`config.mk`:
```
export PLATFORM = sky130hd
export DESIGN_NAME = fir_output_serializer
export DESIGN_NICKNAME = d
export VERILOG_FILES = /design/src/rtl/fir_output_serializer.sv
export SDC_FILE = /design/constraint.sdc
export NUM_CORES = 1
export LEC_CHECK = 0
export ABC_AREA = 1
export CORE_MARGIN = 1
export CORE_UTILIZATION = 35
export CTS_CLUSTER_SIZE = 24
export DETAILED_ROUTE_END_ITERATION = 7
export MAX_ROUTING_LAYER = met4
export PLACE_DENSITY = 0.61
export SLEW_MARGIN = 40
export SYNTH_ARGS = -nofsm -noshare
export SYNTH_HDL_FRONTEND = slang
export SYNTH_SLANG_ARGS = --single-unit
```
`constraint.sdc`:
```
create_clock -name clk -period 7.7 [get_ports clk]
set_input_delay 0.77 -clock clk [delete_from_list [all_inputs] [get_ports clk]]
set_output_delay 0.77 -clock clk [all_outputs]
set_load 0.01 [all_outputs]
```
`src/rtl/fir_output_serializer.sv`:
```
// Purpose: buffers 3-sample FIR groups and emits them one lane per transfer, requantized to OUT_W bits (FIR_OUT_SAT_EN selects clamp instead of wrap).
// Latency: first sample is valid the cycle after a group lands in an empty FIFO.
// Backpressure: out_ready stalls the lane counter; in_ready depends only on registered fill level.
module fir_output_serializer #(
    parameter int IN_W  = 32,
    parameter int OUT_W = 16,
    parameter int SHIFT = 15,
    parameter int DEPTH = 4
) (
    input  logic                         clk,
    input  logic                         rst,
    input  logic                         in_valid,
    output logic                         in_ready,
    input  logic signed [IN_W-1:0]       y0,
    input  logic signed [IN_W-1:0]       y1,
    input  logic signed [IN_W-1:0]       y2,
    output logic                         out_valid,
    input  logic                         out_ready,
    output logic signed [OUT_W-1:0]      out_data,
    output logic [1:0]                   out_phase,
    output logic [$clog2(DEPTH+1)-1:0]   level,
    output logic                         ovf
);

    localparam int PW = $clog2(DEPTH);
    localparam int LW = $clog2(DEPTH+1);
    localparam logic [LW-1:0] DEPTH_L = LW'(DEPTH);
    localparam logic signed [IN_W:0] RND = (IN_W+1)'(1) << (SHIFT-1);
    localparam logic signed [OUT_W-1:0] Q_MAX = {1'b0, {(OUT_W-1){1'b1}}};
    localparam logic signed [OUT_W-1:0] Q_MIN = {1'b1, {(OUT_W-1){1'b0}}};

    typedef struct packed {
        logic signed [IN_W-1:0] y2;
        logic signed [IN_W-1:0] y1;
        logic signed [IN_W-1:0] y0;
    } grp_t;

    grp_t                   mem [DEPTH];
    grp_t                   head;
    logic [PW-1:0]          wr_ptr;
    logic [PW-1:0]          rd_ptr;
    logic [1:0]             phase;
    logic [LW-1:0]          count;
    logic                   ovf_q;
    logic                   push;
    logic                   xfer;
    logic                   pop;
    logic signed [IN_W-1:0] lane;
    logic signed [IN_W:0]   sum;
    logic signed [IN_W:0]   q;
    logic [IN_W-OUT_W+1:0]  q_hi;
    logic                   in_range;
    logic signed [OUT_W-1:0] q_out;

    assign in_ready  = !rst && (count < DEPTH_L);
    assign out_valid = !rst && (count != '0);
    assign push      = in_valid && in_ready;
    assign xfer      = out_valid && out_ready;
    assign pop       = xfer && (phase == 2'd2);
    assign head      = mem[rd_ptr];

    always_comb begin
        lane = head.y0;
        case (phase)
            2'd1:    lane = head.y1;
            2'd2:    lane = head.y2;
            default: lane = head.y0;
        endcase
    end

    // Round half up at IN_W+1 bits so the rounding add cannot overflow.
    assign sum      = $signed({lane[IN_W-1], lane}) + RND;
    assign q        = sum >>> SHIFT;
    assign q_hi     = q[IN_W:OUT_W-1];
    assign in_range = (&q_hi) || !(|q_hi);

`ifdef FIR_OUT_SAT_EN
    assign q_out = in_range ? q[OUT_W-1:0] : (q[IN_W] ? Q_MIN : Q_MAX);
`else
    assign q_out = q[OUT_W-1:0];
`endif

    assign out_data  = rst ? '0 : q_out;
    assign out_phase = rst ? 2'd0 : phase;
    assign level     = rst ? '0 : count;
    assign ovf       = rst ? 1'b0 : ovf_q;

    always_ff @(posedge clk) begin
        if (rst) begin
            wr_ptr <= '0;
            rd_ptr <= '0;
            phase  <= 2'd0;
            count  <= '0;
            ovf_q  <= 1'b0;
        end else begin
            if (push)
                wr_ptr <= wr_ptr + 1'b1;
            if (pop)
                rd_ptr <= rd_ptr + 1'b1;
            if (xfer)
                phase <= (phase == 2'd2) ? 2'd0 : phase + 2'd1;
            case ({push, pop})
                2'b10:   count <= count + 1'b1;
                2'b01:   count <= count - 1'b1;
                default: count <= count;
            endcase
            if (xfer && !in_range)
                ovf_q <= 1'b1;
        end
    end

    // Storage is deliberately left out of reset; pointers alone define validity.
    always_ff @(posedge clk) begin
        if (push)
            mem[wr_ptr] <= '{y2: y2, y1: y1, y0: y0};
    end

endmodule

```
After elaboration in Yosys (flattened, before gate mapping)
Memory sizes are Yosys's and may differ from the RTL's. A register that Yosys moved wholly into a read port is not among the register bits.
Index checks and enable logic that the tools add are counted.
Widths: inputs -> output; s select.
{"block": "word_totals", "output_inout_bits": 24, "mem_count": 1, "ramBits": 384, "ff_bits": 10, "input_bits": 100}
{"block": "classes", "magnitude_cmp": 1, "muxes": 11, "n_eq_ne": 4, "n_reduce_logical": 14, "addsub": 6}
{"memory": "mem", "words": 4, "word_bits": 96, "read_ports": 1, "rd_ports_with_merged_regs": 1, "wr": 1, "line": "38", "text": "grp_t mem [DEPTH];"}
{"op": "$pmux 32 s2", "n": 1}
{"op": "$add 32x16->33 const B", "n": 1}
{"op": "$mux 16", "n": 1}
{"op": "$mux 2", "n": 4}
{"op": "$add 2x1->2 const B", "n": 3}
{"op": "$logic_and 1x1->1", "n": 6}
{"op": "$pmux 3 s2", "n": 1}
{"op": "$eq 2x1->1 const B", "n": 2}
{"op": "$eq 2x2->1 const B", "n": 2}
{"op": "$add 3x1->3 const B", "n": 1}
{"op": "$logic_not 1->1", "n": 3}
{"op": "$lt 3x3->1 const B", "n": 1}
{"op": "$mux 1", "n": 3}
{"op": "$mux 3", "n": 1}
{"op": "$reduce_and 3->1", "n": 1}
{"op": "$reduce_bool 3->1", "n": 1}
{"op": "$reduce_or 3->1", "n": 1}
{"op": "$sub 3x1->3 const B", "n": 1}
{"op": "$reduce_bool 2->1", "n": 1}
{"op": "$logic_or 1x1->1", "n": 1}

Logic depth before layout (Yosys ltp)
Gate-level depths: netlist (run 1).
{"block": "logic_depth", "word_depth": 8, "mapped_depth": 19, "ltp_nobuf": 18}

Worst setup path after synthesis (run 1)
OpenSTA, ideal clock, no wires.
{"block": "synth_path", "path_kind": "input port to flip-flop", "startpoint": "input rst", "endpoint": "memory mem[0][14] (netlist bit), enable pin", "stages": 3, "t_required_ns": 7.234, "slack_ns": 3.756, "t_arrival_ns": 3.477, "setup_ns": 0.466, "path_cell_list": "nor2_1 nand2_1 nor2_1"}
{"block": "synth_via", "elab_chain_cells": 5}
{"item": "start, declared", "line": "11", "text": "input logic rst,"}
{"item": "$logic_not 1->1", "line": "55", "text": "assign in_ready = !rst && (count < DEPTH_L);"}
{"item": "$logic_and 1x1->1", "line": "55"}
{"item": "$logic_and 1x1->1", "line": "57", "text": "assign push = in_valid && in_ready;"}
{"item": "$mux 1", "line": "114", "text": "if (push)"}
{"item": "$mux 1 (implied by the code)", "line": "115", "text": "mem[wr_ptr] <= '{y2: y2, y1: y1, y0: y0};"}
{"item": "end, declared", "line": "38"}
Every way passes these cells.

==> flow_summary_export.csv, run 1 <==
group,metric,value,unit
global_route,grt_remaining_overflow,0,
yosys,synth_top_area_frac,0.6496,
setup_path,cp-start-kind,"flip-flop",
setup_path,slowest_delay,0.69,ns
clock_tree,cts_max_level,1,
detailed_routing,firstDrtPassIters,5,
timing,tightest_slew,0.7800,ns
yosys,syn_area,9985,sq um
yosys,yosys.area_share.adder,0.01454,
global_route,antenna_found_initial,2,
floorplanning,die_y,170.9,um
floorplanning,core.rowCount,61,
cells_and_area,nFillCells,2690,
clock_tree,cts_made_buffers,25,
clock_tree,cts_hold_buf,0,
setup_path,crit_chain,"buf_4 > inv_2 > buf_4 > o21ai_0 > o22ai_1 > nand2_1 > nand2_1 > nand2_1 > nand2_1 > ha_1 > inv_1 > nor2_1 > nand2_1 > o21a_1 > nor3_1 > clkdlybuf4s50_1",
yosys,syn_area_per_cell,10.46,sq um
detailed_routing,finalWirelength,23.17,mm
clock_tree,cts_buffer_depth,3,
yosys,synth-xor-area-share,0.0008772,
yosys,synth-compound-area-share,0.02155,
timing,layout_setup_ws,2.317,ns
yosys,synth_top_family_by_area,"simple AND/OR/NAND/NOR gates",
yosys,synth_commonest_cells,"nand2_1 (346), edfxtp_1 (216), nand3_1 (139)",
yosys,synth-edff-count,216,
setup_path,endpoint_kind,"primary output",
floorplanning,die_w,170.9,um
clock_tree,clock_sinks,228,
global_route,grt_usage,0.1665,
setup_path,cp_max_fo,57,
power,vdd_drop_max,0.0001115,V
timing,maxSlewViolCount,0,
timing,max_freq,185.8,MHz
global_route,grt_pass1_vias,6415,
placement,routabilityCongestion,0.8659,
timing,fin_worst_skew,0.01308,ns
floorplanning,core-area,27930,sq um
clock_tree,cts-root-buf,"clkbuf_16",
cells_and_area,fin_area,11930,sq um
detailed_routing,drt_iter0_drc,475,
placement,placed_area,11160,sq um
yosys,synth_cell_types,28,
yosys,syn-num-nets,1066,
timing,max-slew-margin-rel,0.4792,
clock_tree,cts_tree,"built",
setup_path,critPathArrivalTime,4.61,ns
clock_tree,cts-resized-gates,0,
timing,final-setup-viol-count,0,
setup_path,r2r_setup_slack,4.20,ns
timing,finalHoldViolCount,0,
yosys,ys_warn_count,0,
placement,place_hpwl,13.70,mm
yosys,synthCells,955,
hold_path,hold_path_class,"flip-flop to flip-flop",
yosys,ys_seq_area_frac,0.6737,
setup_path,critPathTopFamily,"buffers and inverters",
cells_and_area,postLayoutCoreUtil,0.4272,
timing,finalCritPeriodShare,0.6991,
timing,final.min_clock_period,5.383,ns
timing,rsz0062_at_grt,"no",
yosys,synth-simple-area-share,0.2306,
floorplanning,die-area,29210,sq um
setup_path,critPathRequiredTime,6.93,ns
detailed_routing,viasPerCell,4.689,
yosys,synth_flop_cell,"edfxtp_1",
yosys,yosysMostFrequentCell,"nand2_1",
yosys,synth_area_leader_cell,"edfxtp_1",
yosys,synthMuxAreaShare,0,
clock_tree,clk_pin_slew,0.05,ns
yosys,synth_area_leaders,"edfxtp_1 (65%), nand2_1 (13%), nand3_1 (7.0%)",
flow_run,cap_violations,0,
cells_and_area,drive_gt1_frac,0.07252,
detailed_routing,drc,0,
power,p_per_area,233.6,nW/um^2
run_status,status,"completed",
setup_path,cp_common_cell,"nand2_1",
detailed_routing,ant_nets,0,
detailed_routing,vias,6696,
timing,setup_tns,0,ns
global_route,grt_first_pass_wirelength,35.50,mm
yosys,async_flop_share,0,
setup_path,path_buf_inv,5,
clock_tree,worstSkewPairLatency,0.52,ns
floorplanning,num_io_pins,124,
floorplanning,initial_core_util,0.3574,
setup_path,critPathKind,"flip-flop to primary output",
cells_and_area,syn_to_final_growth,19.51,%
power,p_leak,4.514,nW
detailed_routing,wire_per_inst,16.22,um
placement,place_ws,2.827,ns
clock_tree,postCtsSetupBuffers,0,
setup_path,cpMaxStageDelayCell,"inv_2",
placement,port_buffers,81,
global_route,grt_max_degree,69,
cells_and_area,nets,1144,
yosys,ys_ff_latch,228,
==> final timing paths <==
kind | startpoint | endpoint | cells after the start
worst max-delay path | flip-flop | out_data[5] | 16
worst min-delay path | ovf_q$_SDFFE_PP0P_ | ovf_q$_SDFFE_PP0P_ | 2
worst max register to register | flip-flop | ovf_q$_SDFFE_PP0P_ | 17
worst min register to register | ovf_q$_SDFFE_PP0P_ | ovf_q$_SDFFE_PP0P_ | 2
==> placed cells by master (no fill, tap or decap), drive strengths merged, types with 10 or more instances in the layout <==
cell type	instances
nor2	53
clkdlybuf4s50	81
clkinv	11
nand2	351
nand3	140
clkbuf	27
a21oi	16
o21ai	20
edfxtp	216
buf	14
ha	10
inv	81
dfxtp	12
==> layer usage <==
layer / global-route usage / up-vias / wire length (um) / part of all wire
li1: - / 3344 / - / -
met1: 0.2081 / 3173 / 10110 / 0.44
met5: - / - / 0 / 0
met3: 0.02683 / 26 / 1291 / 0.056
met4: 0.03998 / 0 / 376 / 0.016
met2: 0.2825 / 153 / 11390 / 0.49
==> cell type report <==
type                       count  area, sq um  share of cell area
multi-input combinational    602         2706              0.2268
antenna                        2        5.005           0.0004194
tap                          378        473.0             0.03964
inverter                      81        306.5             0.02569
timing repair buffer          95        948.4             0.07948
sequential                   228         6731              0.5641
clock inverter                15        128.9             0.01080
clock buffer                  27        633.1             0.05306
==> cells by family after synthesis <==
group	count (synthesis)
AND/OR/NAND/NOR	549
flip-flops	228
buffers and inverters	125
AO/OA/AOI/OAI	41
adder cells (fa/ha/maj)	11
XOR/XNOR	1
==> report_power, final <==
| group | leakage [nW] | switching, mW | internal (mW) | total, mW |
|---|---|---|---|---|
| clock network | 0.366 | 0.455 | 0.655 | 1.11 |
| registers | 2.06 | 0.00728 | 1.39 | 1.40 |
| logic | 2.09 | 0.175 | 0.105 | 0.280 |
| total | 4.51 | 0.638 | 2.15 | 2.79 |
==> stage by stage <==
stage	power (mW)	hold WS (ns)	std cells
floorplan	1.572	0.4214	955
global placement	1.695	0.4376	1382
detailed placement	1.702	0.4444	1384
CTS	2.809	0.4583	1426
global route	2.891	0.5139	1428
finish	2.787	0.4617	1428
==> worst reg2reg max path: cells and delay by family, from the launching register on <==
kind,cells,cell delay [ns]
buffers and inverters,3,1.49
DFF,1,0.31
and+or+nand+nor,11,1.05
AOI/OAI and AO/OA,2,0.27
adders and majority gates,1,0.28
==> registers in the layout, indices dropped and copies added (netlist names), named ones only <==
name and flops:
mem 216, count 3, phase 2, rd_ptr 2
wr_ptr 2, ovf_q 1
Power figures use the tool's default switching activity.
==> inputs of run 2 (changes only) <==
--- a/config.mk
+++ b/config.mk
@@ -11,7 +11,7 @@
 export CTS_CLUSTER_SIZE = 24
 export DETAILED_ROUTE_END_ITERATION = 7
 export MAX_ROUTING_LAYER = met4
-export PLACE_DENSITY = 0.61
+export PLACE_DENSITY = 0.63
 export SLEW_MARGIN = 40
 export SYNTH_ARGS = -nofsm -noshare
 export SYNTH_HDL_FRONTEND = slang
==> constraint.sdc (replaced) <==
create_clock -name clk -period 4.45 [get_ports clk]
set_input_delay 0.445 -clock clk [delete_from_list [all_inputs] [get_ports clk]]
set_output_delay 0.445 -clock clk [all_outputs]
set_load 0.01 [all_outputs]
==> run 2 against run 1 <==
- global-route usage down 0.13 points
- total power up 74%
- critical endpoint unchanged
- cell count up 0.35%
==> flow_summary_export.csv, run 2 (synthesis results as in run 1) <==
group,metric,value,unit
setup_path,r2r-end,"ovf_q$_SDFFE_PP0P_",
power,vdd_drop_max,0.0002093,V
cells_and_area,final_cell_mix,"nand2_1 (346), edfxtp_1 (216), nand3_1 (139)",
floorplanning,initial_core_util,0.3574,
floorplanning,die-area,29210,sq um
global_route,grt_usage,0.1651,
setup_path,cp_max_fo,18,
clock_tree,cts-root-buf,"clkbuf_16",
hold_path,hp-start,"ovf_q$_SDFFE_PP0P_",
detailed_routing,ant_nets,0,
clock_tree,worstSkewPairLatency,0.51,ns
timing,finalHoldViolCount,0,
placement,place_ws,0.8714,ns
global_route,grt_remaining_overflow,0,
global_route,antenna_found_initial,1,
power,p_total,4.855,mW
detailed_routing,drt_iter0_drc,439,
clock_tree,cts_hold_buf,0,
detailed_routing,vias,6806,
cells_and_area,reg_top3,"mem x216, count x3",
timing,final.min_clock_period,4.100,ns
timing,fin_worst_skew,0.01184,ns
floorplanning,die_w,170.9,um
clock_tree,cts_made_buffers,23,
clock_tree,postCtsSetupBuffers,0,
detailed_routing,wire_per_inst,15.89,um
global_route,grt_first_pass_wirelength,35.62,mm
detailed_routing,drc,0,
floorplanning,core.rowCount,61,
detailed_routing,finalWirelength,22.77,mm
clock_tree,cts_tree,"built",
global_route,grt_max_degree,111,
hold_path,worstHoldPathCells,2,
global_route,grt_pass1_vias,6515,
floorplanning,core-area,27930,sq um
setup_path,critPathRequiredTime,4.01,ns
power,p_leak,4.554,nW
clock_tree,clk_pin_slew,0.06,ns
setup_path,r2r_setup_slack,1.80,ns
floorplanning,die_y,170.9,um
placement,routabilityCongestion,0.8667,
timing,rsz0062_at_grt,"no",
clock_tree,clock_sinks,228,
setup_path,cp-start-kind,"flip-flop",
run_status,status,"completed",
setup_path,critPathKind,"flip-flop to primary output",
cells_and_area,nets,1148,
timing,max-slew-margin-rel,0.5631,
timing,layout_setup_ws,0.3497,ns
setup_path,critPathArrivalTime,3.66,ns
detailed_routing,viasPerCell,4.749,
setup_path,reg2reg_depth,15,
timing,setup_tns,0,ns
placement,port_buffers,81,
hold_path,min_to,"ovf_q$_SDFFE_PP0P_",
power,p_per_area,405.2,nW/um^2
clock_tree,cts_buffer_depth,3,
flow_run,cap_violations,0,
floorplanning,num_io_pins,124,
timing,tightest_slew,0.6554,ns
cells_and_area,largest_reg_flops,216,
detailed_routing,firstDrtPassIters,5,
timing,finalCritPeriodShare,0.9214,
timing,holdWs,0.4545,ns
timing,final-setup-viol-count,0,
clock_tree,cts-resized-gates,0,
cells_and_area,layout_commonest_cell,"nand2_1",
setup_path,endpoint_kind,"primary output",
timing,maxSlewViolCount,0,
cells_and_area,top_register,"mem",
clock_tree,cts_max_level,1,
hold_path,hold_path_class,"flip-flop to flip-flop",
placement,place_hpwl,13.95,mm
cells_and_area,drive_gt1_frac,0.07590,
timing,max_freq,243.9,MHz
cells_and_area,syn_to_final_growth,20.01,%
==> run 2: how the worst max path moves through the flow <==
stage,depth (start not counted),slack (ns),from,to
2_1_floorplan,3,0.83,rst,mem[0][14]$_DFFE_PP_
3_3_place_gp,15,0.85,flip-flop,out_data[5]
3_5_place_dp,15,0.87,flip-flop,out_data[5]
4_1_cts,15,0.32,flip-flop,out_data[5]
5_1_grt,14,0.06,flip-flop,out_data[5]
6_report,15,0.35,flip-flop,out_data[5]
==> run 2: worst max-delay path: stages (launching register included) <==
cell,delay [ns]
dfxtp_4,0.35
inv_2,0.28
buf_4,0.30
nand2_1,0.07
nand3_1,0.07
nand3_1,0.12
nand3_1,0.12
nand2_1,0.08
inv_1,0.06
ha_1,0.25
inv_1,0.06
nor2_1,0.13
nand2_1,0.10
o21a_1,0.17
nor3_1,0.34
clkdlybuf4s50_1,0.62
==> run 2: per-stage QoR <==
stage / cell area (sq um) / std cells / utilization
after floorplan: 9985 / 955 / -
after global placement: 11200 / 1390 / 0.4008
after detailed placement: 11200 / 1390 / 0.4011
after CTS: 11970 / 1432 / 0.4286
after global routing: 11980 / 1433 / 0.4290
final: 11980 / 1433 / 0.4290
==> run 2: report_power, final <==
part / internal [mW] / switching, mW
clock: 1.19 / 0.769
combinational: 0.183 / 0.301
sequential: 2.40 / 0.0120
total: 3.77 / 1.08
==> run 2: area by class of cell <==
class                           count  area, sq um
Antenna cell                        1        2.502
Fill cell                        2629        15950
Inverter                           81        304.0
Timing Repair Buffer              101         1001
Clock buffer                       29        598.1
Clock inverter                     13        171.4
Tap cell                          378        473.0
Sequential cell                   228         6731
Multi-Input combinational cell    602         2701
==> run 2: per-layer routing <==
layer	global-route usage	up-vias	part of all wire
li1	-	3346	-
met4	0.05978	0	0.034
met5	-	-	0
met2	0.2674	204	0.48
met1	0.2104	3209	0.42
met3	0.02545	47	0.062
==> inputs of run 3 (changes only) <==
--- a/config.mk
+++ b/config.mk
@@ -11,7 +11,7 @@
 export CTS_CLUSTER_SIZE = 24
 export DETAILED_ROUTE_END_ITERATION = 7
 export MAX_ROUTING_LAYER = met4
-export PLACE_DENSITY = 0.63
+export PLACE_DENSITY = 0.61
 export SLEW_MARGIN = 40
 export SYNTH_ARGS = -nofsm -noshare
 export SYNTH_HDL_FRONTEND = slang
==> constraint.sdc (replaced) <==
create_clock -name clk -period 4.74 [get_ports clk]
set_input_delay 0.474 -clock clk [delete_from_list [all_inputs] [get_ports clk]]
set_output_delay 0.474 -clock clk [all_outputs]
set_load 0.01 [all_outputs]
==> run 3 against run 2 <==
- sequential power is 6% lower
- critical path depth stayed put
- non-clock buffer count is 1 lower
- cell area hardly changed
- clock power is 9% lower
- routed wire length is 1.2% higher
- global-route usage is 0.060 points higher
- largest cell class unchanged
- largest power group unchanged
==> flow_summary_export.csv, run 3 (synthesis results as in run 1) <==
group,metric,value,unit
floorplanning,die-area,29210,sq um
clock_tree,cts_made_buffers,24,
global_route,grt_max_degree,111,
clock_tree,clock_sinks,228,
placement,port_buffers,81,
clock_tree,cts_max_level,1,
detailed_routing,drc,0,
clock_tree,cts-root-buf,"clkbuf_16",
cells_and_area,top_register,"mem",
placement,placed_area,11210,sq um
global_route,grt_first_pass_wirelength,35.50,mm
timing,maxSlewViolCount,0,
clock_tree,cts_tree,"built",
global_route,grt_usage,0.1657,
timing,finalHoldViolCount,0,
detailed_routing,firstDrtPassIters,5,
timing,holdWs,0.4581,ns
timing,fin_worst_skew,0.008427,ns
setup_path,endpoint_kind,"primary output",
power,p_per_area,376.8,nW/um^2
cells_and_area,reg_top3,"mem x216, count x3",
cells_and_area,nFillCells,2638,
timing,final-setup-viol-count,0,
floorplanning,initial_core_util,0.3574,
clock_tree,cts_buffer_depth,3,
hold_path,hold_path_class,"flip-flop to flip-flop",
setup_path,cp-start-kind,"flip-flop",
floorplanning,die_y,170.9,um
global_route,antenna_found_initial,1,
global_route,grt_remaining_overflow,0,
power,vdd_drop_max,0.0001922,V
timing,max-slew-margin-rel,0.5645,
cells_and_area,largest_reg_flops,216,
timing,final.min_clock_period,4.378,ns
detailed_routing,viasPerCell,4.679,
setup_path,cp_max_fo,29,
cells_and_area,final_cell_mix,"nand2_1 (346), edfxtp_1 (216), nand3_1 (139)",
timing,rsz0062_at_grt,"no",
detailed_routing,wire_per_inst,16.07,um
placement,routabilityCongestion,0.8569,
global_route,grt_pass1_vias,6425,
clock_tree,worstSkewPairLatency,0.52,ns
clock_tree,clk_pin_slew,0.06,ns
cells_and_area,nets,1148,
clock_tree,cts-resized-gates,0,
cells_and_area,syn_to_final_growth,19.90,%
clock_tree,cts_hold_buf,0,
floorplanning,num_io_pins,124,
floorplanning,die_w,170.9,um
timing,tightest_slew,0.6533,ns
detailed_routing,vias,6705,
detailed_routing,ant_nets,0,
cells_and_area,drive_gt1_frac,0.07590,
timing,max_freq,228.4,MHz
timing,finalCritPeriodShare,0.9236,
power,p_leak,4.539,nW
clock_tree,postCtsSetupBuffers,0,
floorplanning,core-area,27930,sq um
placement,place_hpwl,13.86,mm
cells_and_area,fin_area,11970,sq um
setup_path,critPathArrivalTime,3.90,ns
flow_run,cap_violations,0,
cells_and_area,layout_commonest_cell,"nand2_1",
detailed_routing,drt_iter0_drc,438,
setup_path,critPathRequiredTime,4.27,ns
run_status,status,"completed",
setup_path,critPathKind,"flip-flop to primary output",
floorplanning,core.rowCount,61,
timing,setup_tns,0,ns
detailed_routing,finalWirelength,23.03,mm
[run 3: worst max-delay path, cell delays in order (launching register included)]
cell and delay [ns]:
dfxtp_4 0.35, inv_2 0.46, buf_4 0.43, nand2_1 0.10, nand3_1 0.08, nand2_1 0.06, nand2_1 0.05, nand2_1 0.10
inv_1 0.07, ha_1 0.26, inv_1 0.06, nor2_1 0.15, nand2_1 0.11, o21a_1 0.17, nor3_1 0.30, clkdlybuf4s50_1 0.62
[run 3: final timing paths]
kind                       from            endpoint  slack (ns)  cells past startpoint
min reg2reg  ovf_q$_SDFFE_PP0P_  ovf_q$_SDFFE_PP0P_        0.46                      2
min          ovf_q$_SDFFE_PP0P_  ovf_q$_SDFFE_PP0P_        0.46                      2
max                   flip-flop         out_data[5]        0.36                     15
max reg2reg           flip-flop  ovf_q$_SDFFE_PP0P_        1.97                     16
[run 3: stage by stage]
stage / power, mW / util / worst slack [ns] / cells
finish: 4.511 / 0.4286 / 0.3621 / 1433
CTS: 4.548 / 0.4283 / 0.3498 / 1432
floorplan: 2.553 / - / 1.092 / 955
detailed placement: 2.766 / 0.4012 / 0.9152 / 1389
global route: 4.668 / 0.4286 / 0.04461 / 1433
global placement: 2.758 / 0.4003 / 0.9246 / 1388
[run 3: power by group]
part / leakage (nW) / total (mW) / switching, mW / internal, mW
sequential: 2.06 / 2.27 / 0.0108 / 2.26
clock: 0.359 / 1.79 / 0.745 / 1.04
combinational: 2.12 / 0.456 / 0.285 / 0.172
[run 3: layer usage]
metal	GRT usage	vias up	wire (um)
li1	-	3350	-
met1	0.2103	3147	10200
met2	0.2752	170	11080
met3	0.02475	38	1275
met4	0.04852	0	476
met5	-	-	0
[run 3: cell type report]
cell class / count / area (sq um) / area share
Inverter: 81 / 304.0 / 0.02540
Sequential cell: 228 / 6731 / 0.5623
Timing Repair Buffer: 100 / 1002 / 0.08372
Antenna cell: 1 / 2.502 / 0.0002090
Multi-Input combinational cell: 602 / 2701 / 0.2256
Tap cell: 378 / 473.0 / 0.03951
Clock buffer: 29 / 619.3 / 0.05173
Clock inverter: 14 / 137.6 / 0.01150
